--- src/rtl/mmio_pkg.sv ---
// Shared definitions for the MMIO responder: register offsets, STATUS layout, reset values.
// Latency: none (constants and types only).
// Backpressure: not applicable.
package mmio_pkg;

  localparam int DATA_W = 16;
  localparam int LED_W  = 10;
  localparam int SW_W   = 10;

  // Word offsets inside the 16-word I/O window
  localparam logic [3:0] MMIO_LED    = 4'h0;
  localparam logic [3:0] MMIO_SW     = 4'h1;
  localparam logic [3:0] MMIO_TCOUNT = 4'h2;
  localparam logic [3:0] MMIO_TCMP   = 4'h3;
  localparam logic [3:0] MMIO_STATUS = 4'h4;
  localparam logic [3:0] MMIO_TXDATA = 4'h5;

  // STATUS bit positions
  localparam int ST_MATCH  = 0;
  localparam int ST_OVF    = 1;
  localparam int ST_FULL   = 2;
  localparam int ST_EMPTY  = 3;
  localparam int ST_CNT_LO = 4;
  localparam int ST_CNT_HI = 7;

  // Compare register starts at all-ones so the match flag stays quiet after reset
  localparam logic [DATA_W-1:0] TCMP_RST = 16'hFFFF;

  // STATUS word; field order mirrors the bit positions above
  typedef struct packed {
    logic [7:0] rsvd;
    logic [3:0] cnt;
    logic       empty;
    logic       full;
    logic       ovf;
    logic       match;
  } status_t;

  // True when the address falls in the 16-word window starting at base
  function automatic logic in_window(input logic [DATA_W-1:0] addr,
                                     input logic [DATA_W-1:0] base);
    return addr[DATA_W-1:4] == base[DATA_W-1:4];
  endfunction

endpackage

--- src/rtl/mmio_responder_if.sv ---
// CPU data-port bundle between the control FSM (master) and the MMIO responder (slave).
// Latency: hit is combinational; rd_data/rd_hit are registered one cycle after re.
// Backpressure: none; every strobe is accepted in the cycle it is sampled.
interface mmio_responder_if;
  import mmio_pkg::*;

  logic [DATA_W-1:0] addr;
  logic [DATA_W-1:0] wr_data;
  logic              we;
  logic              re;
  logic              hit;
  logic [DATA_W-1:0] rd_data;
  logic              rd_hit;

  modport master (
    output addr, wr_data, we, re,
    input  hit, rd_data, rd_hit
  );

  modport slave (
    input  addr, wr_data, we, re,
    output hit, rd_data, rd_hit
  );

endinterface

--- src/rtl/mmio_fifo.sv ---
// Synchronous FIFO with push/pop/full/empty/count; head is read straight from the storage flops.
// Latency: a push is visible at the head one cycle later; a pop advances the head one cycle later.
// Backpressure: pop is evaluated before push, so a full FIFO accepts a push when popped in the same cycle; otherwise the push is dropped and flagged.
module mmio_fifo #(
  parameter int WIDTH = 16,
  parameter int DEPTH = 4
) (
  input  logic                         clk,
  input  logic                         reset,
  input  logic                         push,
  input  logic [WIDTH-1:0]             push_data,
  input  logic                         pop,
  output logic [WIDTH-1:0]             head,
  output logic                         full,
  output logic                         empty,
  output logic [$clog2(DEPTH+1)-1:0]   count,
  output logic                         drop
);

  localparam int PW = $clog2(DEPTH);
  localparam int CW = $clog2(DEPTH+1);
  localparam logic [CW-1:0] FULL_CNT = CW'(DEPTH);

  logic [WIDTH-1:0] mem [DEPTH];
  logic [PW-1:0]    rd_ptr;
  logic [PW-1:0]    wr_ptr;
  logic             do_pop;
  logic             do_push;

  assign full    = (count == FULL_CNT);
  assign empty   = (count == '0);
  assign do_pop  = pop & ~empty;
  // A pop in the same cycle frees the slot the push is about to use
  assign do_push = push & (~full | do_pop);
  assign drop    = push & full & ~do_pop;
  assign head    = mem[rd_ptr];

  // Pointers wrap naturally because DEPTH is a power of two
  always_ff @(posedge clk) begin
    if (reset) begin
      rd_ptr <= '0;
      wr_ptr <= '0;
      count  <= '0;
      for (int i = 0; i < DEPTH; i++) mem[i] <= '0;
    end else begin
      if (do_pop) rd_ptr <= rd_ptr + 1'b1;
      if (do_push) begin
        mem[wr_ptr] <= push_data;
        wr_ptr      <= wr_ptr + 1'b1;
      end
      count <= count + CW'(do_push) - CW'(do_pop);
    end
  end

endmodule

--- src/rtl/mmio_responder.sv ---
// MMIO target on CPU port A: LED reg, synced switches, prescaled timer with sticky match, TX FIFO; timer built only with MMIO_TIMER_EN defined.
// Latency: hit combinational; loads return 1 cycle after re (BRAM-matched); stores commit at the sampling edge.
// Backpressure: CPU side never stalls; TX drains on tx_valid & tx_ready, pushes into a full FIFO without a pop are dropped and set overflow.
module mmio_responder
  import mmio_pkg::*;
#(
  parameter logic [15:0] BASE_ADDR  = 16'hFFF0,
  parameter int          FIFO_DEPTH = 4,
  parameter int          PRESCALE   = 50000
) (
  input  logic              clk,
  input  logic              reset,
  mmio_responder_if.slave   bus,
  input  logic [SW_W-1:0]   switches,
  output logic [LED_W-1:0]  leds,
  output logic [DATA_W-1:0] tx_data,
  output logic              tx_valid,
  input  logic              tx_ready
);

  localparam int CW = $clog2(FIFO_DEPTH+1);

  logic [3:0]        offset;
  logic              wr_stb;
  logic              rd_stb;
  logic              stat_clr;
  logic [LED_W-1:0]  led_reg;
  logic [SW_W-1:0]   sw_s1;
  logic [SW_W-1:0]   sw_s2;
  logic              ovf;
  logic              match;
  logic              match_set;
  logic [DATA_W-1:0] tcount_rd;
  logic [DATA_W-1:0] tcmp_rd;
  logic              fifo_push;
  logic              fifo_full;
  logic              fifo_empty;
  logic [CW-1:0]     fifo_count;
  logic [4:0]        fifo_count_ext;
  logic              fifo_drop;
  status_t           status;
  logic [DATA_W-1:0] rd_val;

  assign bus.hit   = in_window(bus.addr, BASE_ADDR);
  assign offset    = bus.addr[3:0];
  assign wr_stb    = bus.we & bus.hit;
  assign rd_stb    = bus.re & bus.hit;
  assign stat_clr  = rd_stb & (offset == MMIO_STATUS);
  assign fifo_push = wr_stb & (offset == MMIO_TXDATA);
  assign leds      = led_reg;
  assign tx_valid  = ~fifo_empty;

`ifdef MMIO_TIMER_EN
  localparam int PW = (PRESCALE > 1) ? $clog2(PRESCALE) : 1;
  localparam logic [PW-1:0] PRESC_LAST = PW'(PRESCALE - 1);

  logic [PW-1:0]     presc;
  logic [DATA_W-1:0] tcount;
  logic [DATA_W-1:0] tcmp;
  logic              tick;
  logic              tcount_wr;
  logic              tcmp_wr;

  assign tick      = (presc == PRESC_LAST);
  assign tcount_wr = wr_stb & (offset == MMIO_TCOUNT);
  assign tcmp_wr   = wr_stb & (offset == MMIO_TCMP);
  // A store to TCOUNT overrides the tick, so it can never raise match itself
  assign match_set = tick & ~tcount_wr & ((tcount + 16'd1) == tcmp);
  assign tcount_rd = tcount;
  assign tcmp_rd   = tcmp;

  // Prescaler, free-running counter and compare register
  always_ff @(posedge clk) begin
    if (reset) begin
      presc  <= '0;
      tcount <= '0;
      tcmp   <= TCMP_RST;
    end else begin
      if (tcount_wr) begin
        tcount <= bus.wr_data;
        presc  <= '0;
      end else if (tick) begin
        tcount <= tcount + 16'd1;
        presc  <= '0;
      end else begin
        presc  <= presc + 1'b1;
      end
      if (tcmp_wr) tcmp <= bus.wr_data;
    end
  end
`else
  assign match_set = 1'b0;
  assign tcount_rd = '0;
  assign tcmp_rd   = '0;
`endif

  mmio_fifo #(
    .WIDTH (DATA_W),
    .DEPTH (FIFO_DEPTH)
  ) u_fifo (
    .clk       (clk),
    .reset     (reset),
    .push      (fifo_push),
    .push_data (bus.wr_data),
    .pop       (tx_ready),
    .head      (tx_data),
    .full      (fifo_full),
    .empty     (fifo_empty),
    .count     (fifo_count),
    .drop      (fifo_drop)
  );

  // Count field is 4 bits wide; a 16-deep full FIFO reports 0 here and relies on the full bit
  assign fifo_count_ext = 5'(fifo_count);

  always_comb begin
    status       = '0;
    status.cnt   = fifo_count_ext[3:0];
    status.empty = fifo_empty;
    status.full  = fifo_full;
    status.ovf   = ovf;
    status.match = match;
  end

  // Read mux over current register values, so a same-cycle store is not yet visible
  always_comb begin
    rd_val = '0;
    case (offset)
      MMIO_LED:    rd_val = {{(DATA_W-LED_W){1'b0}}, led_reg};
      MMIO_SW:     rd_val = {{(DATA_W-SW_W){1'b0}}, sw_s2};
      MMIO_TCOUNT: rd_val = tcount_rd;
      MMIO_TCMP:   rd_val = tcmp_rd;
      MMIO_STATUS: rd_val = status;
      default:     rd_val = '0;
    endcase
  end

  // Two-flop synchronizer for the asynchronous board switches
  always_ff @(posedge clk) begin
    if (reset) begin
      sw_s1 <= '0;
      sw_s2 <= '0;
    end else begin
      sw_s1 <= switches;
      sw_s2 <= sw_s1;
    end
  end

  // LED register and registered load response; rd_data holds between qualified loads
  always_ff @(posedge clk) begin
    if (reset) begin
      led_reg     <= '0;
      bus.rd_data <= '0;
      bus.rd_hit  <= 1'b0;
    end else begin
      if (wr_stb && offset == MMIO_LED) led_reg <= bus.wr_data[LED_W-1:0];
      bus.rd_hit <= rd_stb;
      if (rd_stb) bus.rd_data <= rd_val;
    end
  end

  // Sticky STATUS flags; a set in the same cycle as the read-to-clear wins
  always_ff @(posedge clk) begin
    if (reset) begin
      ovf   <= 1'b0;
      match <= 1'b0;
    end else begin
      ovf   <= fifo_drop | (ovf & ~stat_clr);
      match <= match_set | (match & ~stat_clr);
    end
  end

endmodule

--- src/flat_wrapper.sv ---
// flat-port wrapper written by rule: the top's interface ports become plain ports
module mmio_responder_flat import mmio_pkg::*;
#(
  parameter logic [15:0] BASE_ADDR  = 16'hFFF0,
  parameter int          FIFO_DEPTH = 4,
  parameter int          PRESCALE   = 50000
)
  (clk, reset, switches, leds, tx_data, tx_valid, tx_ready, bus_addr, bus_wr_data, bus_we, bus_re, bus_hit, bus_rd_data, bus_rd_hit);
  mmio_responder_if bus_i ();
  input  logic clk;
  input  logic reset;
  input  logic [SW_W-1:0] switches;
  output logic [LED_W-1:0] leds;
  output logic [DATA_W-1:0] tx_data;
  output logic tx_valid;
  input  logic tx_ready;
  input wire logic [$bits(bus_i.addr)-1:0] bus_addr;
  input wire logic [$bits(bus_i.wr_data)-1:0] bus_wr_data;
  input wire logic [$bits(bus_i.we)-1:0] bus_we;
  input wire logic [$bits(bus_i.re)-1:0] bus_re;
  output wire logic [$bits(bus_i.hit)-1:0] bus_hit;
  output wire logic [$bits(bus_i.rd_data)-1:0] bus_rd_data;
  output wire logic [$bits(bus_i.rd_hit)-1:0] bus_rd_hit;
  assign bus_i.addr = bus_addr;
  assign bus_i.wr_data = bus_wr_data;
  assign bus_i.we = bus_we;
  assign bus_i.re = bus_re;
  assign bus_hit = bus_i.hit;
  assign bus_rd_data = bus_i.rd_data;
  assign bus_rd_hit = bus_i.rd_hit;
  mmio_responder #(.BASE_ADDR(BASE_ADDR), .FIFO_DEPTH(FIFO_DEPTH), .PRESCALE(PRESCALE)) u_core (.clk(clk), .reset(reset), .bus(bus_i), .switches(switches), .leds(leds), .tx_data(tx_data), .tx_valid(tx_valid), .tx_ready(tx_ready));
endmodule
--- config.mk ---
export PLATFORM = sky130hd
export DESIGN_NAME = mmio_responder_flat
export DESIGN_NICKNAME = d
export VERILOG_FILES = /design/src/rtl/mmio_pkg.sv /design/src/rtl/mmio_responder_if.sv /design/src/rtl/mmio_fifo.sv /design/src/rtl/mmio_responder.sv /design/src/flat_wrapper.sv
export SDC_FILE = /design/constraint.sdc
export NUM_CORES = 1
export LEC_CHECK = 0
export ABC_AREA = 1
export CAP_MARGIN = 30
export CORE_MARGIN = 5
export CORE_UTILIZATION = 52
export CTS_CLUSTER_SIZE = 40
export DETAILED_ROUTE_END_ITERATION = 8
export GPL_TIMING_DRIVEN = 0
export PLACE_DENSITY = 0.86
export SLEW_MARGIN = 30
export SYNTH_ARGS = -nofsm -noshare
export SYNTH_HDL_FRONTEND = slang
export SYNTH_SLANG_ARGS = --single-unit
--- constraint.sdc ---
create_clock -name clk -period 4.1 [get_ports clk]
set_clock_uncertainty 0.15 [all_clocks]
set_input_delay 1.23 -clock clk [delete_from_list [all_inputs] [get_ports clk]]
set_output_delay 1.23 -clock clk [all_outputs]
set_load 0.005 [all_outputs]
==> out/summary.txt <==
Mean Syn Cell Area: 9.04 um^2
worst min path class: flip-flop to flip-flop
Final Setup Violations: 0
gr usage total: 0.227
# fillers: 624
total clock sinks: 116
Synth Instances: 539
Critical Path Fanout Max: 2
PortBufs: 84
Post-Syn Area: 4870 um^2
first-pass GRT wire length: 19800 um
Wirelength per Cell: 15.9 um
Final Hold Fails: 0
Initial Util: 0.530
slowest cell on the critical path: clkdlybuf4s50_1
Post-synth top cells: nor2_1 (129), nand2_1 (66), edfxtp_1 (64), inv_1 (61)
Fmax: 0.251 GHz
RSZ-0062 raised after global routing: no
status: complete, no violations
max incr delay on CP: 0.52 ns
reg2reg end: u_core.u_fifo.mem[0][14]
Max-slew headroom: 0.433
Finished Layout Cells: 774
Routed WL: 12300 um
EDFF count, synth: 64
drc violations: 0
fin crit share: 0.971
root buf cell: clkbuf_8
I/O pin count: 92
CP endpoint kind: output pin
worst slew pin tran: 0.848 ns
vias in the first global route: 4144
hold path depth: 2
internal power: 2.48 mW
Final Cell Area: 6480 um^2
via/cell ratio: 5.27
Leak: 2.63 nW
P per Cell Area: 512 nW/um^2
reg2reg setup slack: 1.34 ns
P_sw: 0.844 mW
Initial DRC Count: 321
Sw Share: 0.254
r2r worst-path depth: 9
# placed instances: 741
Core ar.: 9200 um^2
largest net degree at the start of global routing: 17
Bufs on Longest Clock Path: 2
FF-to-FF Start: u_core.u_fifo.count[1]
required time worst endpoint: 2.72 ns
initial antenna violation count: 0
share of flip-flops with an asynchronous set or reset: 0
TritonCTS clock tree: built
Die H: 107 um
Clk network pwr share: 0.426
share of cells above drive strength 1: 0.0890
Startpoint Class: input pin
drt pass-1 iters: 5
final worst slack: 0.121 ns
register bit total from synthesis: 116
Hold-fix buffers, CTS: 0
WHS Endpoint: u_core.sw_s2[3]
post-synth top area share: 0.395
Slew Limit Fails: 0
Buffers & Inverters on Critical Path: 2
max_cap viols: 0
Worst-Skew Late Latency: 0.51 ns
Hold Slack: 0.250 ns
P&R area growth vs syn: 33.1%
Top delay family on crit path: buffers and inverters
total grt overflow: 0
num rows: 35
CP Cell Sequence: clkdlybuf4s50_1, nand2_1, nor2_1, nand2_1, nor2_4, clkdlybuf4s50_1
CTS clock-pin slew for the worst setup and hold paths: 0.05 ns
Yosys cell types: 24
CTS Buf Count: 17
HPWL after DPL: 8670 um
Placed Instance Area: 5900 um^2
antenna cell count: 0
HP Start: u_core.sw_s1[3]
Die Area: 11400 um^2
top-count cell post-synth: nor2_1
Post-Place Worst Slack: 0.0199 ns
Synth area leaders: edfxtp_1 (39%), dfxtp_1 (21%), nor2_1 (9.9%), o21ai_0 (5.3%), nand2_1 (5.1%)
CP arrival: 2.60 ns
Die X: 107 um
ys flop type: edfxtp_1
Setup CP Type: input pin to output pin
H-tree depth: 4
Post-CTS Setup Inserts: 0
post-cts sizing count: 0
area leader, netlist: edfxtp_1
combinational share of power: 0.177
via count: 4076
RePlAce Congestion: 0.894
Routed Antenna Nets: 0
total power: 3.32 mW
Final Critical Period: 3.98 ns
Ys Warns: 0
sequential area share after synthesis: 0.608
VDD IR max: 0.000386 V
sequential share of power: 0.397
NumNets Final: 700
-- power groups by stage --
stage	sequential [mW]	combinational (mW)	clock, mW
global route	1.32	0.650	1.49
detailed placement	1.34	0.579	0
global placement	1.34	0.553	0
floorplan	1.33	0.289	0
CTS	1.32	0.587	1.42
finish	1.32	0.589	1.42
-- layout by cell type, fill, tap and decap left out, drive strengths merged --
cell / count
dfxtp: 52
nand4: 5
clkbuf: 43
nor3: 12
ha: 2
edfxtp: 64
o22ai: 16
buf: 13
nand2: 66
clkinv: 5
clkdlybuf4s50: 84
fa: 1
inv: 62
a21oi: 12
o21ai: 52
nor2: 141
nand3: 23
bufinv: 2
clkinvlp: 2
conb: 6
-- stage by stage --
step | util | setup TNS (ns)
floorplan | - | 0
global placement | 0.638 | -18.76
detailed placement | 0.641 | 0
CTS | 0.704 | 0
global route | 0.705 | 0
finish | 0.705 | 0
-- cell type report --
class | instances | area (um^2) | area share
buffer | 30 | 146 | 0.0226
clock buffer | 23 | 477 | 0.0735
clock inverter | 9 | 101 | 0.0156
inverter | 62 | 233 | 0.0359
multi-input combinational | 336 | 1560 | 0.240
sequential | 116 | 2960 | 0.457
tap | 111 | 139 | 0.0214
timing repair buffer | 87 | 871 | 0.134
-- worst max path at each step --
stage,startpoint,end,depth (start not counted)
2_1_floorplan,bus_addr[5],u_core.u_fifo.mem[2][0],6
3_3_place_gp,bus_addr[5],u_core.u_fifo.mem[3][13],7
3_5_place_dp,bus_addr[8],u_core.u_fifo.mem[0][2],10
4_1_cts,bus_addr[8],bus_hit,6
5_1_grt,bus_addr[8],bus_hit,6
6_report,bus_addr[8],bus_hit,6
-- logic make-up (layout without fill, tap and decap cells) --
| family | count (synthesis) | after routing | share of synthesized area |
|---|---|---|---|
| simple gates | 247 | 247 | 0.218 |
| flops | 116 | 116 | 0.608 |
| buf+inv | 92 | 211 | 0.0778 |
| compound gates | 80 | 80 | 0.0863 |
| fa+ha+maj | 3 | 3 | 0.00925 |
| other cells | 1 | 6 | 0.000770 |
-- flip-flops by register name, summed over array words and instances (netlist names), named ones only --
signal	flops
u_core.bus.rd_hit	1
u_core.u_fifo.count	3
u_core.sw_s2	10
u_core.match	1
u_core.u_fifo.wr_ptr	2
u_core.bus.rd_data	10
u_core.ovf	1
u_core.leds	10
u_core.sw_s1	10
u_core.u_fifo.rd_ptr	2
u_core.u_fifo.mem	64
-- routing by layer --
metal  global-route usage  up-vias  part of all wire
li1                     -     1969                 -
met1                0.244     1865              0.36
met2                0.411      217              0.53
met3               0.0747       25             0.096
met4               0.0904        0             0.019
met5                    0        -                 0
-- worst reg2reg max path, stage by stage (launching register included) --
cell and delay, ns:
dfxtp_1 0.40, inv_1 0.10, nand2_1 0.09, nor2_1 0.07
nand2_1 0.13, nand4_4 0.20, nor2_8 0.23, nand3_4 0.17
buf_6 0.20, nand2_1 0.63
(Power assumes the default switching activity.)
